===== config.mk =====
export PLATFORM = sky130hd
export DESIGN_NAME = cfg_update_scheduler_flat
export DESIGN_NICKNAME = d
export VERILOG_FILES = /design/src/rtl/cfg_update_scheduler_pkg.sv /design/src/rtl/cfg_update_scheduler_if.sv /design/src/rtl/cfg_update_scheduler_rr_arb2.sv /design/src/rtl/cfg_update_scheduler.sv /design/src/flat_wrapper.sv
export SDC_FILE = /design/constraint.sdc
export NUM_CORES = 1
export LEC_CHECK = 0
export ABC_AREA = 1
export CAP_MARGIN = 15
export CORE_MARGIN = 8
export CORE_UTILIZATION = 45
export CTS_CLUSTER_DIAMETER = 100
export CTS_CLUSTER_SIZE = 20
export DETAILED_ROUTE_END_ITERATION = 10
export GPL_TIMING_DRIVEN = 0
export PLACE_DENSITY_LB_ADDON = 0.1
export SLEW_MARGIN = 20
export SYNTH_ARGS = -nofsm -noshare
export SYNTH_HDL_FRONTEND = slang
export SYNTH_SLANG_ARGS = --single-unit

===== constraint.sdc =====
create_clock -name clk -period 2.4 [get_ports clk]
set_input_delay 0.48 -clock clk [delete_from_list [all_inputs] [get_ports clk]]
set_output_delay 0.48 -clock clk [all_outputs]
set_load 0.02 [all_outputs]

===== src/rtl/cfg_update_scheduler_pkg.sv =====
// Shared constants and types for the configuration update scheduler.
package cfg_pkg;
  localparam int ADDR_W       = 7;
  localparam int DATA_W       = 8;
  localparam int NUM_CFG_REGS = 5;

  localparam logic [ADDR_W-1:0] ADDR_EN_OUT_LO = 7'h00;
  localparam logic [ADDR_W-1:0] ADDR_EN_OUT_HI = 7'h01;
  localparam logic [ADDR_W-1:0] ADDR_EN_PWM_LO = 7'h02;
  localparam logic [ADDR_W-1:0] ADDR_EN_PWM_HI = 7'h03;
  localparam logic [ADDR_W-1:0] ADDR_PWM_DUTY  = 7'h04;

  typedef enum logic [1:0] {
    IDLE    = 2'd0,
    PENDING = 2'd1,
    COMMIT  = 2'd2
  } state_e;

  // Only the five configuration registers at the bottom of the map exist.
  function automatic logic addr_valid(input logic [ADDR_W-1:0] addr);
    return addr <= ADDR_PWM_DUTY;
  endfunction
endpackage


===== src/rtl/cfg_update_scheduler_if.sv =====
// Write-request bus for the two requesters (SPI decoder and sequencer).
interface cfg_update_scheduler_if;
  logic                       req0_valid;
  logic                       req0_ready;
  logic [cfg_pkg::ADDR_W-1:0] req0_addr;
  logic [cfg_pkg::DATA_W-1:0] req0_data;
  logic                       req1_valid;
  logic                       req1_ready;
  logic [cfg_pkg::ADDR_W-1:0] req1_addr;
  logic [cfg_pkg::DATA_W-1:0] req1_data;

  modport master (
    output req0_valid, req0_addr, req0_data,
    output req1_valid, req1_addr, req1_data,
    input  req0_ready, req1_ready
  );

  modport slave (
    input  req0_valid, req0_addr, req0_data,
    input  req1_valid, req1_addr, req1_data,
    output req0_ready, req1_ready
  );
endinterface


===== src/rtl/cfg_update_scheduler_rr_arb2.sv =====
// Two-input round-robin arbiter; pointer moves to the other input after a grant.
module rr_arb2 (
  input  logic       clk,
  input  logic       rst_n,
  input  logic [1:0] req_i,
  input  logic       en_i,
  output logic [1:0] gnt_o
);
  logic ptr_q, ptr_d;

  // Grant a lone requester directly; on contention grant the pointer's side.
  always_comb begin
    gnt_o = 2'b00;
    if (en_i) begin
      if (req_i == 2'b11) gnt_o[ptr_q] = 1'b1;
      else                gnt_o = req_i;
    end
  end

  // Favour the input that was not just served.
  always_comb begin
    ptr_d = ptr_q;
    if (gnt_o[0])      ptr_d = 1'b1;
    else if (gnt_o[1]) ptr_d = 1'b0;
  end

  // Pointer register; reset favours requester 0.
  always_ff @(posedge clk or negedge rst_n) begin
    if (!rst_n) ptr_q <= 1'b0;
    else        ptr_q <= ptr_d;
  end
endmodule


===== src/rtl/cfg_update_scheduler.sv =====
// Arbitrates config writes into shadow registers and commits them to the
// active outputs only at a PWM period boundary or on timeout.
module cfg_update_scheduler
  import cfg_pkg::*;
#(
  parameter int TIMEOUT = 1024
) (
  input  logic                  clk,
  input  logic                  rst_n,
  cfg_update_scheduler_if.slave req_if,
  input  logic                  commit_stb_i,
  output logic [DATA_W-1:0]     en_reg_out_7_0_o,
  output logic [DATA_W-1:0]     en_reg_out_15_8_o,
  output logic [DATA_W-1:0]     en_reg_pwm_7_0_o,
  output logic [DATA_W-1:0]     en_reg_pwm_15_8_o,
  output logic [DATA_W-1:0]     pwm_duty_cycle_o,
  output logic                  pending_o,
  output logic                  addr_err_o
);
  localparam int          TMO_LAST_I = (TIMEOUT == 0) ? 0 : TIMEOUT - 1;
  localparam logic [15:0] TMO_LAST   = TMO_LAST_I[15:0];

  state_e              state_q, state_d;
  logic [15:0]         tmo_cnt_q, tmo_cnt_d;
  logic [DATA_W-1:0]   shadow_q [NUM_CFG_REGS];
  logic [DATA_W-1:0]   active_q [NUM_CFG_REGS];
  logic                addr_err_q;
  logic [1:0]          gnt;
  logic                wr_fire, wr_ok, timeout_hit;
  logic [ADDR_W-1:0]   wr_addr;
  logic [DATA_W-1:0]   wr_data;

  rr_arb2 u_arb (
    .clk   (clk),
    .rst_n (rst_n),
    .req_i ({req_if.req1_valid, req_if.req0_valid}),
    .en_i  (state_q != COMMIT),
    .gnt_o (gnt)
  );

  assign req_if.req0_ready = gnt[0];
  assign req_if.req1_ready = gnt[1];

  // Route the granted requester's address/data to the shadow write port.
  always_comb begin
    wr_addr = gnt[1] ? req_if.req1_addr : req_if.req0_addr;
    wr_data = gnt[1] ? req_if.req1_data : req_if.req0_data;
    wr_fire = |gnt;
    wr_ok   = wr_fire && addr_valid(wr_addr);
  end

  assign timeout_hit = (TIMEOUT != 0) && (tmo_cnt_q == TMO_LAST);

  // Next-state and timeout counter: only valid writes open a pending window.
  always_comb begin
    state_d   = state_q;
    tmo_cnt_d = tmo_cnt_q;
    case (state_q)
      IDLE: begin
        if (wr_ok) begin
          state_d   = PENDING;
          tmo_cnt_d = 16'd0;
        end
      end
      PENDING: begin
        tmo_cnt_d = tmo_cnt_q + 16'd1;
        if (commit_stb_i || timeout_hit) state_d = COMMIT;
      end
      COMMIT: begin
        state_d   = IDLE;
        tmo_cnt_d = 16'd0;
      end
      default: begin
        state_d   = IDLE;
        tmo_cnt_d = 16'd0;
      end
    endcase
  end

  // Control state registers.
  always_ff @(posedge clk or negedge rst_n) begin
    if (!rst_n) begin
      state_q    <= IDLE;
      tmo_cnt_q  <= 16'd0;
      addr_err_q <= 1'b0;
    end else begin
      state_q    <= state_d;
      tmo_cnt_q  <= tmo_cnt_d;
      addr_err_q <= wr_fire && !addr_valid(wr_addr);
    end
  end

  // Shadow bank: last accepted write to an address wins until commit.
  always_ff @(posedge clk or negedge rst_n) begin
    if (!rst_n) begin
      for (int i = 0; i < NUM_CFG_REGS; i++) shadow_q[i] <= '0;
    end else if (wr_ok) begin
      shadow_q[wr_addr[2:0]] <= wr_data;
    end
  end

  // Active bank: whole shadow copied in the single COMMIT cycle.
  always_ff @(posedge clk or negedge rst_n) begin
    if (!rst_n) begin
      for (int i = 0; i < NUM_CFG_REGS; i++) active_q[i] <= '0;
    end else if (state_q == COMMIT) begin
      for (int i = 0; i < NUM_CFG_REGS; i++) active_q[i] <= shadow_q[i];
    end
  end

  assign en_reg_out_7_0_o  = active_q[ADDR_EN_OUT_LO[2:0]];
  assign en_reg_out_15_8_o = active_q[ADDR_EN_OUT_HI[2:0]];
  assign en_reg_pwm_7_0_o  = active_q[ADDR_EN_PWM_LO[2:0]];
  assign en_reg_pwm_15_8_o = active_q[ADDR_EN_PWM_HI[2:0]];
  assign pwm_duty_cycle_o  = active_q[ADDR_PWM_DUTY[2:0]];
  assign pending_o         = (state_q != IDLE);
  assign addr_err_o        = addr_err_q;
endmodule


===== src/flat_wrapper.sv =====
// flat-port wrapper written by rule: the top's interface ports become plain ports
module cfg_update_scheduler_flat import cfg_pkg::*;
#(
  parameter int TIMEOUT = 1024
)
  (clk, rst_n, commit_stb_i, en_reg_out_7_0_o, en_reg_out_15_8_o, en_reg_pwm_7_0_o, en_reg_pwm_15_8_o, pwm_duty_cycle_o, pending_o, addr_err_o, req_if_req0_valid, req_if_req0_addr, req_if_req0_data, req_if_req1_valid, req_if_req1_addr, req_if_req1_data, req_if_req0_ready, req_if_req1_ready);
  cfg_update_scheduler_if req_if_i ();
  input  logic clk;
  input  logic rst_n;
  input  logic commit_stb_i;
  output logic [DATA_W-1:0] en_reg_out_7_0_o;
  output logic [DATA_W-1:0] en_reg_out_15_8_o;
  output logic [DATA_W-1:0] en_reg_pwm_7_0_o;
  output logic [DATA_W-1:0] en_reg_pwm_15_8_o;
  output logic [DATA_W-1:0] pwm_duty_cycle_o;
  output logic pending_o;
  output logic addr_err_o;
  input wire logic [$bits(req_if_i.req0_valid)-1:0] req_if_req0_valid;
  input wire logic [$bits(req_if_i.req0_addr)-1:0] req_if_req0_addr;
  input wire logic [$bits(req_if_i.req0_data)-1:0] req_if_req0_data;
  input wire logic [$bits(req_if_i.req1_valid)-1:0] req_if_req1_valid;
  input wire logic [$bits(req_if_i.req1_addr)-1:0] req_if_req1_addr;
  input wire logic [$bits(req_if_i.req1_data)-1:0] req_if_req1_data;
  output wire logic [$bits(req_if_i.req0_ready)-1:0] req_if_req0_ready;
  output wire logic [$bits(req_if_i.req1_ready)-1:0] req_if_req1_ready;
  assign req_if_i.req0_valid = req_if_req0_valid;
  assign req_if_i.req0_addr = req_if_req0_addr;
  assign req_if_i.req0_data = req_if_req0_data;
  assign req_if_i.req1_valid = req_if_req1_valid;
  assign req_if_i.req1_addr = req_if_req1_addr;
  assign req_if_i.req1_data = req_if_req1_data;
  assign req_if_req0_ready = req_if_i.req0_ready;
  assign req_if_req1_ready = req_if_i.req1_ready;
  cfg_update_scheduler #(.TIMEOUT(TIMEOUT)) u_core (.clk(clk), .rst_n(rst_n), .req_if(req_if_i), .commit_stb_i(commit_stb_i), .en_reg_out_7_0_o(en_reg_out_7_0_o), .en_reg_out_15_8_o(en_reg_out_15_8_o), .en_reg_pwm_7_0_o(en_reg_pwm_7_0_o), .en_reg_pwm_15_8_o(en_reg_pwm_15_8_o), .pwm_duty_cycle_o(pwm_duty_cycle_o), .pending_o(pending_o), .addr_err_o(addr_err_o));
endmodule

* Yosys cells after proc, flatten, opt, wreduce, memory -nomap -nowiden *
Cells that the tools add are included.

word-level totals
  register bits after elaboration = 100
  output and inout port bits = 44

cells by class
  add/sub/neg operators = 1
  $lt $le $gt $ge = 5
  eq/ne operators = 7
  muxes and demuxes = 16
  bitwise logic cells = 1
  reductions and logical operators = 11

operators by type and width
  kind                                                             number
  bitwise mux 40 bit                                               1
  one-hot mux 16 bit (2 select lines)                              1
  demux 8 bit (select 3 bit)                                       1
  adder 16 x 1 -> 16 bit (second input constant)                   1
  equality test 16 x 10 -> 1 bit (second input constant)           1
  two-way mux 16 bit                                               1
  two-way mux 8 bit                                                2
  two-way mux 2 bit                                                4
  less-or-equal comparator 7 x 3 -> 1 bit (second input constant)  1
  two-way mux 7 bit                                                1
  equality test 2 bit (second input constant)                      2
  >= comparator 4 bit (second input constant)                      1
  logical AND 1 bit                                                4
  less-than comparator 4 x 1 -> 1 bit (second input constant)      1
  inequality test 2 x 1 -> 1 bit (second input constant)           2
  inverter 3 -> 4 bit                                              1
  one-hot mux 2 bit (2 select lines)                               1
  nonzero test 2 bit                                               2
  two-way mux 1 bit                                                3
  equality test 2 x 1 -> 1 bit (second input constant)             1
  zero test 2 bit                                                  1
  less-than comparator 1 x 2 -> 1 bit (second input constant)      1
  inequality test 2 bit (second input constant)                    1
  AND reduction 2 bit                                              1
  other kinds (5)                                                  5

* Logic depth before layout (Yosys ltp) *
  word-level depth = 13
  gate-level depth with buffers = 11
  depth with buffers taken out = 11

* By module *
A second synthesis with hierarchy kept.

second synthesis, totals
  cells, all modules = 489
  area total of the unflattened synthesis = 4645.7 um^2

by module, submodules not included
  module                instances  cells each  area each (um^2)  seq. area each (um^2)
  cfg_update_scheduler  1          477         4574.4            2477.4
  rr_arb2               1          12          71.3              25.0

* Worst setup path before layout *
OpenSTA, ideal clock, no wires.

  path type = input -> register
  from = input req_if_req0_valid
  to = register u_core.shadow_q[30] in the netlist's numbering
  library setup time = 0.121 ns
  arrival = 1.538 ns
  path slack = 0.741 ns
  stages on the path = 9
  path buffers = 1
  path through = nand2_1 > nand3_4 > nand2_2 > nand2_2 > inv_6 > nand4_4 > buf_6 > o21ai_1 > nand2_1

on the way
  longest elaborated chain between the ends = 10
  elaborated cells on any way between the ends = 15

RTL lines
  what                                                                                              RTL line                            text
  start: declaration                                                                                flat_wrapper.sv:18                  input wire logic [$bits(req_if_i.req0_valid)-1:0] req_if_req0_valid;
  equality test 2 bit                                                                               cfg_update_scheduler_rr_arb2.sv:15  if (req_i == 2'b11) gnt_o[ptr_q] = 1'b1;
  two-way mux 2 bit (*)                                                                             cfg_update_scheduler_rr_arb2.sv:15
  two-way mux 2 bit (*)                                                                             cfg_update_scheduler_rr_arb2.sv:14  if (en_i) begin
  two-way mux 7 bit                                                                                 cfg_update_scheduler.sv:46          wr_addr = gnt[1] ? req_if.req1_addr : req_if.req0_addr;
  inverter 3 -> 4 bit (implied by the code)                                                         cfg_update_scheduler.sv:98          shadow_q[wr_addr[2:0]] <= wr_data;
  >= comparator 4 bit (implied by the code) or less-than comparator 4 x 1 -> 1 bit (tied branches)  cfg_update_scheduler.sv:98
  logical AND 1 bit (implied by the code)                                                           cfg_update_scheduler.sv:98
  two-way mux 8 bit (implied by the code)                                                           cfg_update_scheduler.sv:98
  demux 8 bit (select 3 bit)                                                                        cfg_update_scheduler.sv:98
  bitwise mux 40 bit                                                                                cfg_update_scheduler.sv:98
  end signal: indexed assignment                                                                    cfg_update_scheduler.sv:98
  end: declaration                                                                                  cfg_update_scheduler.sv:25          logic [DATA_W-1:0] shadow_q [NUM_CFG_REGS];

Mark *: on every way between the ends. The rest lies on a longest branch, timed or not.
A chain may end at the register's enable or synchronous reset.

* Worst setup path in the final report *
  from = input req_if_req0_valid
  to = output req_if_req1_ready

on the way
  longest elaborated chain between the ends = 3

RTL lines
  what                 RTL line                            text
  equality test 2 bit  cfg_update_scheduler_rr_arb2.sv:15
  two-way mux 2 bit    cfg_update_scheduler_rr_arb2.sv:15
  two-way mux 2 bit    cfg_update_scheduler_rr_arb2.sv:14
  end: declaration     flat_wrapper.sv:25                  output wire logic [$bits(req_if_i.req1_ready)-1:0] req_if_req1_ready;

No other way between the ends.

==> flow_summary.ini <==
[final_layout]
regArea_um2 = 2500
design_area_um2 = 5760
finalNetCount = 673
post-route-util = 0.571
n_antenna_cell = 0
area_growth_pct = 25.7
multi_input_area_um2 = 1840
fillers = 969
finalNonFillerCells = 778
drive_above_1_share = 0.0919

[timing]
setup_tns_ns = 0
period_minus_slack_ns = 2.27
rsz0062_at_grt = false
hold_viol = 0
finClkSkew_ns = 0.00474
drv_slew = 0
timing.final.crit_share = 0.946
setup_viol = 0
relSlewSlack = 0.654
max_freq_mhz = 440
worst_pin_slew_ns = 0.519

[critical_path]
startpoint = req_if_req0_valid
crit_slowest_cell = clkdlybuf4s50_1
r2r_start = u_core.state_q[0]
worstSetupPathType = input port to output pin
required_ns = 1.92
start_kind = input port
path_cells = clkdlybuf4s50_1 > nand2_2 > nand3_4 > inv_2 > buf_4 > clkdlybuf4s15_2
max_stage_delay_ns = 0.43
cp_top_family = buffers and inverters
crit_path_end_kind = output pin
path_buf_inv = 4
arrival_ns = 1.79
crit_fanout = 10

[grt]
grt_pass1_wl_um = 19300
antenna_found_initial = 0
grt_pass1_vias = 3931
grt_use_total = 0.181
grt_max_degree = 57
grt_overflow = 0

[placed_design]
dpl.hpwl_um = 8460
post_dp_cell_area_um2 = 5560
gp_congestion = 0.853
dpl.cell_count = 762
portBuffers = 78

[detailed_routing]
wl_per_cell_um = 14.7
drtAntennaViolNets = 0
viasPerCell = 4.95
drt-pass1-iter-count = 4
routed_wl_um = 11400
vias = 3854
drt_iter0_markers = 178
drcViolationCount = 0

[clock_network]
cts.reportedPaths.clkPinSlew_ns = 0.09
numCtsBuffers = 9
hold_buffers = 0
insertion_delay_ns = 0.37
post_cts_buffers = 0
clock-sinks = 100
clockBufferDepth = 2
cts.htree.levels = 3
cts_tree = built
root_buffer = clkbuf_8

[flow_run]
drv_cap = 0

[run_status]
status = complete, no violations

[die]
dieArea_um2 = 13700
die-width_um = 117
rows = 37
dieHeight_um = 117
core_area_um2 = 10100
start_util = 0.454
boundaryPins = 79

[synth]
yosysWarnings = 0
synthArstFlopShare = 1.00
synth.distinct_cells = 32
synth_edf_count = 0
ys.flop_type = dfrtp_1
synth_cells = 547
syn-num-nets = 583
synth_top_area_share = 0.546
ys_ff_latch = 100
synth_common_cells = 245 x nand2_1, 100 x dfrtp_1, 31 x nand3_1
yosysSeqAreaShare = 0.546
syn_area_um2 = 4580
ys_top_cells_by_area = dfrtp_1 55%, nand2_1 20%, nand3_1 3.4%
synth_top_cell_by_area = dfrtp_1
synth.most_common_cell = nand2_1
synth.avg_cell_area_um2 = 8.38

[power]
p_per_area_nw_per_um2 = 984
power_mw = 5.67
leakagePower_nw = 2.94
ir_drop_v = 0.000397

[hold_path]
worstHoldPathType = input port to async pin
==> report_power, final <==
group / internal, mW / leakage [nW] / switching, mW / total (mW)
registers: 2.24 / 1.35 / 0.325 / 2.57
logic: 0.888 / 1.50 / 1.18 / 2.07
clock network: 0.436 / 0.0957 / 0.595 / 1.03
total: 3.57 / 2.94 / 2.10 / 5.67
==> path summary, 6_finish.rpt <==
| check | cells past startpoint | to | slack [ns] |
|---|---|---|---|
| max in group asynchronous | 2 | u_core.tmo_cnt_q[1] | 1.77 |
| max reg2reg | 11 | u_core.shadow_q[21] | 0.51 |
| min in group clk | 2 | u_core.pwm_duty_cycle_o[7] | 0.48 |
| min reg2reg | 2 | u_core.pwm_duty_cycle_o[7] | 0.48 |
| max | 6 | req_if_req1_ready | 0.13 |
| min | 1 | u_core.en_reg_out_7_0_o[4] | 0.01 |
==> sequential cells by signal, summed over array words and instances (netlist names) <==
name                      flops
u_core.shadow_q              40
u_core.en_reg_pwm_15_8_o      8
u_core.en_reg_out_15_8_o      8
u_core.pwm_duty_cycle_o       8
u_core.en_reg_pwm_7_0_o       8
u_core.en_reg_out_7_0_o       8
u_core.tmo_cnt_q             16
u_core.addr_err_o             1
u_core.u_arb.ptr_q            1
u_core.state_q                2
==> what timing repair did <==
action / in CTS / in global routing
resized for setup: 7 / 2
setup endpoints to repair: 3 / 2
gates cloned: 0 / 0
==> logic make-up after synthesis <==
kind of cell | share of synthesized area
adders and majority gates | 0.00273
buffers and inverters | 0.0538
DFF | 0.546
AOI/OAI and AO/OA | 0.0623
xor gates and xnor gates | 0.00191
and+or+nand+nor | 0.333
==> area by class of cell <==
type,instances,area share
Buffer,18,0.0174
Clock buffer,11,0.0263
Clock inverter,5,0.00608
Inverter,38,0.0259
Multi-Input combinational cell,391,0.320
Sequential cell,100,0.434
Tap cell,136,0.0295
Timing Repair Buffer,79,0.140
==> through the flow <==
stage,hold slack (ns),setup slack (ns)
final,0.0123,0.129
after global routing,0.0373,0.0217
after CTS,0.0295,0.0757
after detailed placement,0.434,-0.368
after global placement,0.456,-2.88
after floorplan,0.184,0.741
==> cells in the final DEF, fill, tap and decap left out, drive strengths merged <==
master / n
nor4: 2
clkbuf: 22
ha: 1
nor3: 2
a31o: 2
nand4: 22
a21oi: 4
dlygate4sd2: 2
buf: 9
nand2: 254
clkdlybuf4s50: 74
nor2: 22
inv: 38
nand3: 33
clkdlybuf4s15: 1
a21o: 1
or2: 1
xnor2: 1
clkinvlp: 1
dfrtp: 100
o21bai: 1
clkinv: 4
o21ai: 45
==> metal layers <==
metal  vias up  global-route usage  wire length [um]
met3        12              0.0534               954
met1      1812               0.244              5340
met2       106               0.272              5010
li1       1924                   -                 -
met4         0              0.0666               125
met5         -                   0                 0
(Power assumes the default switching activity.)
